`config.mk`:
```
export PLATFORM = sky130hd
export DESIGN_NAME = bram_port_arbiter
export DESIGN_NICKNAME = d
export VERILOG_FILES = /design/src/rtl/bram_port_arbiter.sv
export SDC_FILE = /design/constraint.sdc
export NUM_CORES = 1
export LEC_CHECK = 0
export ABC_AREA = 1
export CORE_AREA = 10 10 261 263
export CTS_BUF_LIST = sky130_fd_sc_hd__clkbuf_8
export CTS_CLUSTER_DIAMETER = 60
export DETAILED_ROUTE_END_ITERATION = 12
export DIE_AREA = 0 0 271 273
export RECOVER_POWER = 25
export REMOVE_ABC_BUFFERS = 1
export SLEW_MARGIN = 30
export SYNTH_ARGS = -nofsm -noshare
export SYNTH_HDL_FRONTEND = slang
export SYNTH_SLANG_ARGS = --single-unit
```
`constraint.sdc`:
```
create_clock -name sys_clock -period 3.1 [get_ports sys_clock]
set_clock_uncertainty 0.05 [all_clocks]
set_input_delay 0.465 -clock sys_clock [delete_from_list [all_inputs] [get_ports sys_clock]]
set_output_delay 0.465 -clock sys_clock [all_outputs]
set_load 0.01 [all_outputs]
```
`src/rtl/bram_port_arbiter.sv`:
```
// Two-requester arbiter for the shared line BRAM: data side has fixed priority,
// a streak counter bounds instruction starvation. Optional watchdog: ARB_TIMEOUT_EN.
module bram_port_arbiter #(
  parameter int ADDR_BITS      = 15,
  parameter int DATA_BITS      = 128,
  parameter int STARVE_LIMIT   = 4,
  parameter int TIMEOUT_CYCLES = 256
) (
  input  logic                 sys_clock,
  input  logic                 reset,
  input  logic                 i_req,
  input  logic                 i_write,
  input  logic [ADDR_BITS-1:0] i_addr,
  input  logic [DATA_BITS-1:0] i_wdata,
  output logic                 i_rdy,
  input  logic                 d_req,
  input  logic                 d_write,
  input  logic [ADDR_BITS-1:0] d_addr,
  input  logic [DATA_BITS-1:0] d_wdata,
  output logic                 d_rdy,
  output logic [DATA_BITS-1:0] rdata,
  output logic                 mem_req,
  output logic                 mem_write,
  output logic [ADDR_BITS-1:0] mem_addr,
  output logic [DATA_BITS-1:0] mem_wdata,
  input  logic [DATA_BITS-1:0] mem_rdata,
  input  logic                 mem_valid,
  output logic                 owner,
  output logic                 err_timeout
);

  typedef enum logic [1:0] {
    IDLE  = 2'd0,
    GRANT = 2'd1,
    RESP  = 2'd2,
    GAP   = 2'd3
  } state_t;

  localparam logic [3:0] STREAK_MAX = 4'(STARVE_LIMIT);

  state_t               state_reg;
  logic [3:0]           streak_reg;
  logic                 i_rdy_reg;
  logic                 d_rdy_reg;
  logic [DATA_BITS-1:0] rdata_reg;
  logic                 mem_req_reg;
  logic                 mem_write_reg;
  logic [ADDR_BITS-1:0] mem_addr_reg;
  logic [DATA_BITS-1:0] mem_wdata_reg;
  logic                 owner_reg;

  // Instruction wins only when alone or when data has used up its streak.
  logic pick_instr;
  logic any_req;
  assign any_req    = i_req | d_req;
  assign pick_instr = i_req & (~d_req | (streak_reg >= STREAK_MAX));

`ifdef ARB_TIMEOUT_EN
  localparam int TW = $clog2(TIMEOUT_CYCLES + 1);
  logic [TW-1:0] timer_reg;
  logic          err_timeout_reg;
`else
  wire unused_timeout_cfg = (TIMEOUT_CYCLES != 0);
`endif

  always_ff @(posedge sys_clock) begin
    if (reset) begin
      state_reg     <= IDLE;
      streak_reg    <= '0;
      i_rdy_reg     <= 1'b0;
      d_rdy_reg     <= 1'b0;
      rdata_reg     <= '0;
      mem_req_reg   <= 1'b0;
      mem_write_reg <= 1'b0;
      mem_addr_reg  <= '0;
      mem_wdata_reg <= '0;
      owner_reg     <= 1'b0;
`ifdef ARB_TIMEOUT_EN
      timer_reg       <= '0;
      err_timeout_reg <= 1'b0;
`endif
    end else begin
      i_rdy_reg <= 1'b0;
      d_rdy_reg <= 1'b0;
`ifdef ARB_TIMEOUT_EN
      err_timeout_reg <= 1'b0;
`endif
      case (state_reg)
        IDLE: begin
          if (any_req) begin
            state_reg   <= GRANT;
            mem_req_reg <= 1'b1;
            owner_reg   <= pick_instr;
            if (pick_instr) begin
              mem_write_reg <= i_write;
              mem_addr_reg  <= i_addr;
              mem_wdata_reg <= i_wdata;
              streak_reg    <= '0;
            end else begin
              mem_write_reg <= d_write;
              mem_addr_reg  <= d_addr;
              mem_wdata_reg <= d_wdata;
              if (!i_req)
                streak_reg <= '0;
              else if (streak_reg < STREAK_MAX)
                streak_reg <= streak_reg + 4'd1;
            end
`ifdef ARB_TIMEOUT_EN
            timer_reg <= '0;
`endif
          end
        end
        GRANT: begin
          if (mem_valid) begin
            state_reg   <= RESP;
            mem_req_reg <= 1'b0;
            rdata_reg   <= mem_rdata;
            if (owner_reg) i_rdy_reg <= 1'b1;
            else           d_rdy_reg <= 1'b1;
          end
`ifdef ARB_TIMEOUT_EN
          // Abort: complete the owner with a zero line and flag the error.
          else if (timer_reg == TW'(TIMEOUT_CYCLES - 1)) begin
            state_reg       <= RESP;
            mem_req_reg     <= 1'b0;
            rdata_reg       <= '0;
            err_timeout_reg <= 1'b1;
            if (owner_reg) i_rdy_reg <= 1'b1;
            else           d_rdy_reg <= 1'b1;
          end else begin
            timer_reg <= timer_reg + 1'b1;
          end
`endif
        end
        RESP:    state_reg <= GAP;
        GAP:     state_reg <= IDLE;
        default: state_reg <= IDLE;
      endcase
    end
  end

  assign i_rdy     = i_rdy_reg;
  assign d_rdy     = d_rdy_reg;
  assign rdata     = rdata_reg;
  assign mem_req   = mem_req_reg;
  assign mem_write = mem_write_reg;
  assign mem_addr  = mem_addr_reg;
  assign mem_wdata = mem_wdata_reg;
  assign owner     = owner_reg;
`ifdef ARB_TIMEOUT_EN
  assign err_timeout = err_timeout_reg;
`else
  assign err_timeout = 1'b0;
`endif

endmodule

```
# == Yosys cells after proc, flatten, opt, wreduce, memory -nomap -nowiden ==
# Cells that the tools add are included.
# word_totals
regBits,282
in_bits,421
out_inout_bits,277
wordCells,47
# classes
add_sub_neg,1
n_lt_le_gt_ge,2
n_eq_ne,6
muxes,14
bitwise_logic,6
reduce_logical,8
# ops
operator,n
$mux W128,1
$mux W15,1
$mux W4,3
$pmux W2 S4,1
$reduce_and A2 Y1,3
$reduce_and A3 Y1,2
$mux W1,5
$add A4 B1 Y4 const B,1
$eq A2 B2 Y1 const B,2
$ge A4 B3 Y1 const B,1
$lt A4 B3 Y1 const B,1
$mux W2,2
$ne A2 B2 Y1 const B,2
$ne A3 B1 Y1 const B,1
$not A1 Y1,3
$reduce_or A3 Y1,1
$eq A2 B1 Y1 const B,1
$logic_not A2 Y1,1
$or A1 B1 Y1,2
$pmux W1 S2,1
$reduce_bool A2 Y1,1
$and A1 B1 Y1,1

# == Longest topological paths before layout ==
# Gate-level depths: netlist (run 1).
# depth
depth_word,5
depth_mapped,10

# == Worst setup path before layout (run 1) ==
# Ideal clock, no wire load.
# synth_timing
path_kind,in2reg
start,input i_req
end,"register mem_addr_reg[10], in the netlist mem_addr[10]"
setup_time_ns,0.109
t_arrival_ns,1.342
required_time_ns,2.941
slack_ns,1.599
stages,9
n_path_buf,3
cell_sequence,buf_4 > o21ai_4 > inv_2 > buf_6 > buf_6 > nor2_1 > nor2_1 > nand2_1 > inv_1
# synth_between
elab_chain_len,2
# synth_rtl
element,line,rtl
from (decl),11,"input logic i_req,"
$and A1 B1 Y1 / $or A1 B1 Y1 (equally long branches),"56, 55",
$mux W15 / $reduce_and A2 Y1 (equally long branches),--,
to (signal assigned),96,mem_addr_reg <= i_addr;
to (signal assigned),101,mem_addr_reg <= d_addr;
to (decl),48,logic [ADDR_BITS-1:0] mem_addr_reg;
# Several ways; a longest one is shown, not always the timed one.
# A chain may end at the register's enable or synchronous reset.

# == Final worst setup path (run 1) ==
# layout_timing
start,input d_req
end,"register mem_wdata_reg[88], in the netlist mem_wdata[88]"
# layout_between
elab_chain_len,4
# layout_rtl
element,line,rtl
from (decl),16,"input logic d_req,"
$not A1 Y1,56,assign pick_instr = i_req & (~d_req | (streak_reg >= STREAK_MAX));
$or A1 B1 Y1,56,
$and A1 B1 Y1,56,
$mux W128,94,if (pick_instr) begin
to (signal assigned),97,mem_wdata_reg <= i_wdata;
to (signal assigned),102,mem_wdata_reg <= d_wdata;
to (decl),49,logic [DATA_BITS-1:0] mem_wdata_reg;
# Several ways; a longest one is shown, not always the timed one.

==> metrics.yaml, run 1 <==
power_and_ir_drop:
  swShare_pct: 37.11
  power.density_mw_per_mm2: 769.1
  power_switching_w: 0.006100
  p_leak_nw: 9.453
  p_int_w: 0.01034
  p_seq_share_pct: 32.1
  power_frac_comb_pct: 43.2
  vdd_ir_drop_max_v: 0.0004314
  clock_power_share_pct: 24.7
synthesis:
  synth_edf_count: 0
  synth_cells: 1871
  synth_warnings: 0
  ys_types: 19
  ys_seq_area_share_pct: 45.50
  syn_avg_cell_area_um2: 6.631
  async_reset_ff_share_pct: 0
  syn_area_mm2: 0.01241
  yosys_most_used_dff: "dfxtp_1"
  synth.ff_latch_count: 282
sta:
  rsz0062_at_grt: "no"
  setup_ws_ns: 0.6529
  fmax_mhz: 408.7
  maxSlewViolCount: 0
  max-slew-margin-rel_pct: 27.78
  setup_violations: 0
  worstMarginPinSlew_ns: 1.072
  finalCritPeriodShare_pct: 78.94
  hold_slack_ns: 0.2662
  final-hold-violation-count: 0
  fin_crit_ns: 2.447
global_route:
  grt_overflow: 0
  grt_first_pass_wirelength_um: 88930
  grt_pass1_vias: 13310
  global_route.usage.met3_pct: 4.646
  busiest_layer: "met2"
  grt_max_degree: 113
  grt_antenna_before_repair: 9
  met2_usage_pct: 26.18
  grt_usage_pct: 15.75
  gr-usage-met1_pct: 18.90
place:
  io_buffers: 696
  routabilityCongestion: 0.8771
  dp_hpwl_um: 47600
  dp_slack_ns: 0.6788
setup_path:
  critPathMostFrequentCell: "nor2_1"
  arrival_ns: 2.92
  crit_fanout: 57
  end_kind: "flop"
  crit_family: "buffers and inverters"
  cp-start-kind: "input pin"
  setup.worst_path.class: "input pin to flop"
  slowest_stage: "o21ai_0"
  path_cells: "clkdlybuf4s50_1 > o21ai_0 > inv_8 > buf_4 > nor2_1 > nor2_1 > nand2_1 > inv_1"
  required_ns: 3.57
  cpPeakStageDelay_ns: 0.87
  critPathBufInv: 4
cells_and_area:
  utilization_pct: 34.06
  syn_to_final_growth_pct: 72.25
  mostFrequentLayoutCell: "clkdlybuf4s50_1"
  drive_above_1_share_pct: 5.021
  mostFrequentLayoutCells: "clkdlybuf4s50_1, nor2_1, nand2_1"
  nets: 2949
run:
  drv_cap: 0
cts:
  cts_tree: "built"
  numCtsBuffers: 55
  clk_latency_ns: 0.65
  post-cts-setup-buffers: 0
  holdBufCountCts: 0
  root_buffer: "clkbuf_8"
  htree_levels: 2
  ctsLongestPathBuffers: 3
  clkTransAtPathRegs_ns: 0.06
  post_cts_resized: 0
  clock_sinks: 282
floorplan:
  ios: 698
  core_area_mm2: 0.06274
  start_util_pct: 19.78
  die_h_um: 273
  dieWidth_um: 271
  die-area_mm2: 0.07398
  rows: 92
detailed_routing:
  drc: 0
  postRouteAntennaNets: 0
  drt-initial-drc-count: 982
  avgRoutedWirePerCell_um: 18.19
  via_per_inst: 4.109
  vias: 14060
  wirelength_um: 62230
  first_pass_iters: 5
min_path:
  hp-class: "input pin to flop"
run_status:
  outcome: "complete, no violations"
## Yosys cell counts, types with 2 or more instances
library cell,instances,area (um2)
nor2_1,550,2064
nand2_1,306,1149
nand3_1,291,1456
dfxtp_1,282,5645
inv_1,155,581.8
o21ai_0,130,650.6
clkbuf_1,65,244.0
buf_2,30,150.1
buf_1,20,75.07
buf_6,18,202.7
buf_4,7,52.55
a21oi_1,5,25.02
ha_1,5,62.56
nor3_1,2,10.01
## layout make-up
| cell class | count | area, um2 |
|---|---|---|
| repair buffers | 735 | 7385 |
| inverters | 156 | 595.6 |
| well taps | 846 | 1059 |
| clock inverters | 27 | 172.7 |
| multi-input cells | 1293 | 5453 |
| flip-flops and latches | 282 | 5645 |
| fillers | 6683 | 41360 |
| clock buffers | 76 | 1046 |
| diodes | 6 | 15.01 |
## worst paths after layout
path / end / from / depth (start not counted) / slack (ns)
setup / recovery: mem_wdata[88]$_SDFFE_PP0P_ / d_req / 8 / 0.65
hold / removal: owner$_SDFFE_PP0P_ / i_req / 3 / 0.27
setup reg to reg: mem_addr[6]$_SDFFE_PP0P_ / state_reg[0]$_SDFFE_PP0P_ / 8 / 0.72
hold reg to reg: streak_reg[3]$_SDFFE_PP0P_ / streak_reg[3]$_SDFFE_PP0P_ / 2 / 0.39
## power groups by stage
stage               Clock (W)  Sequential, W  Combinational, W
finish                0.00406        0.00528           0.00709
global route          0.00438        0.00540           0.00785
CTS                   0.00420        0.00528           0.00722
detailed placement          0        0.00535           0.00718
global placement            0        0.00531           0.00719
floorplan                   0        0.00573           0.00295
## layer usage
metal / up-vias / share of wire [%]
met1: 6301 / 41
met4: 6 / 3.0
met2: 512 / 48
li1: 7131 / -
met3: 107 / 7.4
met5: - / 0.072
## cells by family after synthesis
group                    share of synthesized area (%)
AO/OA/AOI/OAI                                    5.577
adder cells (fa/ha/maj)                         0.5042
buffers and inverters                            10.56
flip-flops                                       45.50
other                                          0.03023
AND/OR/NAND/NOR                                  37.83
## worst register-to-register path, delay by kind of cell (launching register included)
family	cells	cell delay, ns
buffers and inverters	4	1.09
adders and majority gates	1	0.22
and+or+nand+nor	2	0.20
AOI/OAI and AO/OA	1	0.39
DFF	1	0.31
## stage by stage
stage	power [W]	std cells	area (um2)	setup TNS [ns]
after floorplan	0.008682	1731	11680	-527.76
after global routing	0.01763	3419	21370	0
final	0.01644	3421	21370	0
after global placement	0.01251	3312	20160	0
after CTS	0.01671	3415	21380	0
after detailed placement	0.01253	3312	20160	0
No activity file was read; power rests on OpenSTA's default activity.
==> run 2: changes to the inputs <==
==> constraint.sdc (replaced) <==
create_clock -name sys_clock -period 2.55 [get_ports sys_clock]
set_clock_uncertainty 0.05 [all_clocks]
set_input_delay 0.3825 -clock sys_clock [delete_from_list [all_inputs] [get_ports sys_clock]]
set_output_delay 0.3825 -clock sys_clock [all_outputs]
set_load 0.01 [all_outputs]
==> metrics.yaml, run 2 (synthesized netlist as in run 1, its figures left out) <==
global_route:
  grt_pass1_vias: 13550  # +1.8%
  grt_first_pass_wirelength_um: 87980  # -1.1%
  grt_antenna_before_repair: 5  # -4
  grt_overflow: 0  # unchanged
  grt_usage_pct: 15.51  # -0.24 points
  grt_max_degree: 95  # -16%
power_and_ir_drop:
  swShare_pct: 36.92  # -0.19 points
  p_leak_nw: 9.446  # about the same
  p_seq_share_pct: 32.2  # about the same
  vdd_ir_drop_max_v: 0.0005490  # +27%
  p_int_w: 0.01252  # +21%
  clock_power_share_pct: 23.7  # -1.0 points
  fin_total_pwr_w: 0.01984  # +21%
  power.density_mw_per_mm2: 926.5  # +20%
  power_frac_comb_pct: 44.1  # +0.9 points
  power_switching_w: 0.007326  # +20%
cts:
  clock_sinks: 282  # unchanged
  ctsLongestPathBuffers: 3  # unchanged
  cts_tree: "built"
  htree_levels: 2  # unchanged
  clkTransAtPathRegs_ns: 0.06  # about the same
  numCtsBuffers: 54  # -1.8%
  post-cts-setup-buffers: 0  # unchanged
  clk_latency_ns: 0.64  # about the same
  post_cts_resized: 0  # unchanged
  root_buffer: "clkbuf_8"
  holdBufCountCts: 0  # unchanged
setup_path:
  reg2reg_slack_ns: 0.34  # -0.38 ns
  end_kind: "flop"
  reg2reg_from: "streak_reg[3]$_SDFFE_PP0P_"
  cp-start-kind: "flop"
  reg2regPathDepth: 8  # unchanged
  crit_fanout: 29  # -49%
  arrival_ns: 2.72  # -0.20 ns
  setup.worst_path.class: "flop to flop"
  required_ns: 3.06  # -0.51 ns
  r2r_end: "mem_wdata[99]$_SDFFE_PP0P_"
min_path:
  hp-class: "input pin to flop"
  min_to: "owner$_SDFFE_PP0P_"
  hold-path-cell-count: 3  # unchanged
  hold_path.startpoint: "i_req"
cells_and_area:
  nets: 2960  # +0.37%
  utilization_pct: 34.14  # +0.072 points
  final_area_mm2: 0.02142  # +0.21%
  mostFrequentLayoutCell: "clkdlybuf4s50_1"
  fillerInstances: 6705  # +0.33%
  drive_above_1_share_pct: 5.177  # +0.16 points
  syn_to_final_growth_pct: 72.61
  mostFrequentLayoutCells: "clkdlybuf4s50_1, nor2_1, nand2_1"
place:
  place_area_mm2: 0.02035  # +0.94%
  routabilityCongestion: 0.8706  # -0.74%
  dp_hpwl_um: 47320  # -0.59%
  io_buffers: 696  # unchanged
sta:
  final-hold-violation-count: 0  # unchanged
  worstMarginPinSlew_ns: 0.9601  # -0.1119 ns
  max-slew-margin-rel_pct: 35.77  # +8.0 points
  fmax_mhz: 452.7
  finalCritPeriodShare_pct: 86.63
  setup_violations: 0  # unchanged
  maxSlewViolCount: 0  # unchanged
  fin_tns_setup_ns: 0  # unchanged
  fin_crit_ns: 2.209
  rsz0062_at_grt: "no"
detailed_routing:
  drt-initial-drc-count: 983  # +0.10%
  vias: 14030  # -0.18%
  via_per_inst: 4.104  # -0.12%
  avgRoutedWirePerCell_um: 17.87  # -1.8%
  postRouteAntennaNets: 0  # unchanged
  wirelength_um: 61090  # -1.8%
  drc: 0  # unchanged
  first_pass_iters: 5  # unchanged
floorplan:
  dieWidth_um: 271  # unchanged
  ios: 698  # unchanged
  die_h_um: 273  # unchanged
  die-area_mm2: 0.07398  # unchanged
  core_area_mm2: 0.06274  # unchanged
  start_util_pct: 19.78  # unchanged
  rows: 92  # unchanged
run:
  drv_cap: 0  # unchanged
run_status:
  outcome: "complete, no violations"
-- run 2: changes by cell type in the layout (fill, tap and decap cells not counted), sizes merged --
cell / previous run / this run
clkinv: 6 / 8
buf: 39 / 43
bufinv: 1 / 2
clkinvlp: 1 / 2
diode: 6 / 4
inv: 175 / 167
-- run 2: worst max-delay path by stage --
stage | startpoint | endpoint | slack (ns) | cells after the start
6_report | streak_reg[3]$_SDFFE_PP0P_ | mem_wdata[99]$_SDFFE_PP0P_ | 0.34 | 8
5_1_grt | streak_reg[3]$_SDFFE_PP0P_ | mem_wdata[99]$_SDFFE_PP0P_ | 0.16 | 8
4_1_cts | owner$_SDFFE_PP0P_ | owner | 0.31 | 1
3_5_place_dp | d_req | mem_wdata[99]$_SDFFE_PP0P_ | 0.30 | 8
3_3_place_gp | d_req | mem_wdata[99]$_SDFFE_PP0P_ | 0.32 | 8
2_1_floorplan | d_req | mem_addr[0]$_SDFFE_PP0P_ | -2.74 | 6
-- run 2: power groups by stage --
stage / Combinational [W] / Sequential, W / Clock, W
after floorplan: 0.00358 / 0.00697 / 0
after global placement: 0.00885 / 0.00645 / 0
after detailed placement: 0.00887 / 0.00647 / 0
after CTS: 0.00891 / 0.00640 / 0.00489
after global routing: 0.00965 / 0.00655 / 0.00509
final: 0.00875 / 0.00639 / 0.00471
-- run 2: area by class of cell --
cell class	instances	area (um2)	area share, %
diodes	4	10.01	0.04674
well taps	846	1059	4.943
flip-flops and latches	282	5645	26.36
clock buffers	68	935.9	4.370
inverters	156	595.6	2.781
repair buffers	747	7513	35.08
multi-input cells	1293	5466	25.53
clock inverters	23	190.2	0.8881
-- run 2: through the flow --
| step | worst slack [ns] | std cells | hold slack (ns) |
|---|---|---|---|
| after floorplan | -2.737 | 1731 | 0.3673 |
| after global placement | 0.3227 | 3324 | 0.3874 |
| after detailed placement | 0.3018 | 3324 | 0.3880 |
| after CTS | 0.3056 | 3415 | 0.1058 |
| after global routing | 0.1623 | 3418 | 0.1395 |
| final | 0.3408 | 3419 | 0.1659 |
-- run 2: critical path: stages, from the launching register on --
cell,delay (ns)
dfxtp_1,0.31
nor2_1,0.17
nand2_4,0.09
nand2_2,0.69
clkbuf_1,0.42
nand2_1,0.09
nand3_1,0.14
nand2_1,0.06
inv_1,0.05
-- run 2: layer usage --
layer  vias to the layer above  track usage (%)  wire (um)
li1                       7148                -          -
met2                       490            26.48      30020
met4                         4            5.366       1620
met5                         -                0         26
met3                        88            4.410       4656
met1                      6302            18.37      24770
==> run 3: changes to the inputs <==
==> constraint.sdc (replaced) <==
create_clock -name sys_clock -period 2.6 [get_ports sys_clock]
set_clock_uncertainty 0.05 [all_clocks]
set_input_delay 0.39 -clock sys_clock [delete_from_list [all_inputs] [get_ports sys_clock]]
set_output_delay 0.39 -clock sys_clock [all_outputs]
set_load 0.01 [all_outputs]
==> metrics.yaml, run 3 (synthesized netlist as in run 1, its figures left out) <==
place:
  placedCellCount: 3325  # +0.030%
  dp_hpwl_um: 47230  # -0.19%
  place_area_mm2: 0.02035  # about the same
  io_buffers: 696  # unchanged
  routabilityCongestion: 0.8866  # +1.8%
cells_and_area:
  syn_to_final_growth_pct: 73.05
  fillerInstances: 6721  # +0.24%
  nets: 2962  # +0.068%
  final_area_mm2: 0.02147  # +0.26%
  mostFrequentLayoutCell: "clkdlybuf4s50_1"
  utilization_pct: 34.22  # +0.088 points
  drive_above_1_share_pct: 5.204  # +0.027 points
  mostFrequentLayoutCells: "clkdlybuf4s50_1, nor2_1, nand2_1"
  stdcell_count: 3423  # +0.12%
sta:
  rsz0062_at_grt: "no"
  worstMarginPinSlew_ns: 0.8847  # -0.07541 ns
  max-slew-margin-rel_pct: 41.02  # +5.3 points
  fin_crit_ns: 2.148
  fmax_mhz: 465.6
  fin_tns_setup_ns: 0  # unchanged
  hold_slack_ns: 0.1559  # -0.01004 ns
  final-hold-violation-count: 0  # unchanged
  setup_violations: 0  # unchanged
  maxSlewViolCount: 0  # unchanged
  finalCritPeriodShare_pct: 82.60
run:
  drv_cap: 0  # unchanged
setup_path:
  cpPeakStageDelay_ns: 0.62  # -0.07 ns
  critPathBufInv: 1  # -1
  required_ns: 2.16  # -0.90 ns
  crit_fanout: 2  # -93%
  arrival_ns: 1.71  # -1.01 ns
  end_kind: "output pin"
  crit_family: "buffers and inverters"
  cp-start-kind: "flop"
  slowest_stage: "clkdlybuf4s50_1"
  setup.worst_path.class: "flop to output pin"
  path_cells: "clkdlybuf4s50_1"
floorplan:
  ios: 698  # unchanged
  dieWidth_um: 271  # unchanged
  start_util_pct: 19.78  # unchanged
  die-area_mm2: 0.07398  # unchanged
  core_area_mm2: 0.06274  # unchanged
  rows: 92  # unchanged
  die_h_um: 273  # unchanged
detailed_routing:
  wirelength_um: 60800  # -0.49%
  via_per_inst: 4.107  # about the same
  postRouteAntennaNets: 0  # unchanged
  drt-initial-drc-count: 1059  # +7.7%
  avgRoutedWirePerCell_um: 17.76  # -0.60%
  vias: 14060  # +0.18%
  drc: 0  # unchanged
  first_pass_iters: 5  # unchanged
cts:
  cts_tree: "built"
  post_cts_resized: 0  # unchanged
  numCtsBuffers: 55  # +1.9%
  htree_levels: 2  # unchanged
  root_buffer: "clkbuf_8"
  clkTransAtPathRegs_ns: 0.06  # about the same
  holdBufCountCts: 0  # unchanged
  ctsLongestPathBuffers: 3  # unchanged
  post-cts-setup-buffers: 0  # unchanged
  clock_sinks: 282  # unchanged
  clk_latency_ns: 0.63  # about the same
global_route:
  grt_max_degree: 97  # +2.1%
  grt_antenna_before_repair: 2  # -3
  grt_overflow: 0  # unchanged
  grt_pass1_vias: 13650  # +0.73%
  grt_first_pass_wirelength_um: 88220  # +0.28%
  grt_usage_pct: 15.46  # -0.049 points
power_and_ir_drop:
  swShare_pct: 36.87  # -0.048 points
  vdd_ir_drop_max_v: 0.0004296  # -22%
  p_int_w: 0.01233  # -1.5%
  power_switching_w: 0.007204  # -1.7%
  p_seq_share_pct: 32.1  # about the same
  clock_power_share_pct: 23.7  # about the same
  power.density_mw_per_mm2: 910.0  # -1.8%
  p_leak_nw: 9.504  # +0.62%
  power_frac_comb_pct: 44.2  # about the same
run_status:
  outcome: "complete, no violations"
min_path:
  hp-class: "input pin to flop"
run 3: metrics by stage:
step | total power (W) | setup slack (ns)
after detailed placement | 0.01508 | 0.4381
after floorplan | 0.01035 | -2.694
after CTS | 0.01987 | 0.3535
final | 0.01954 | 0.4524
after global routing | 0.02096 | 0.3337
after global placement | 0.01504 | 0.4562
run 3: path summary, 6_finish.rpt:
check | cells past startpoint | endpoint | start | slack, ns
max | 1 | mem_wdata[119] | mem_wdata[119]$_SDFFE_PP0P_ | 0.45
min | 3 | owner$_SDFFE_PP0P_ | i_req | 0.16
max reg2reg | 9 | mem_wdata[63]$_SDFFE_PP0P_ | streak_reg[3]$_SDFFE_PP0P_ | 0.59
min reg2reg | 2 | streak_reg[3]$_SDFFE_PP0P_ | streak_reg[3]$_SDFFE_PP0P_ | 0.40
run 3: final cells by class:
type	instances	area (um2)	share of cell area, %
diodes	2	5.005	0.02331
clock inverters	27	192.7	0.8974
well taps	846	1059	4.930
inverters	156	595.6	2.774
flip-flops and latches	282	5645	26.29
repair buffers	748	7567	35.24
clock buffers	69	949.7	4.423
multi-input cells	1293	5456	25.41
run 3: per-layer routing:
metal,track usage [%],share of wire [%],vias up
met5,0,0,-
met4,4.293,2.1,0
met3,4.454,7.2,83
met2,27.30,50,479
met1,17.94,41,6349
li1,-,-,7146
run 3: power by group through the flow:
stage | clock network, W | logic, W | registers, W
2_1_floorplan | 0 | 0.00351 | 0.00683
4_1_cts | 0.00481 | 0.00878 | 0.00628
3_5_place_dp | 0 | 0.00873 | 0.00635
6_report | 0.00462 | 0.00864 | 0.00628
3_3_place_gp | 0 | 0.00873 | 0.00632
5_1_grt | 0.00498 | 0.00956 | 0.00642
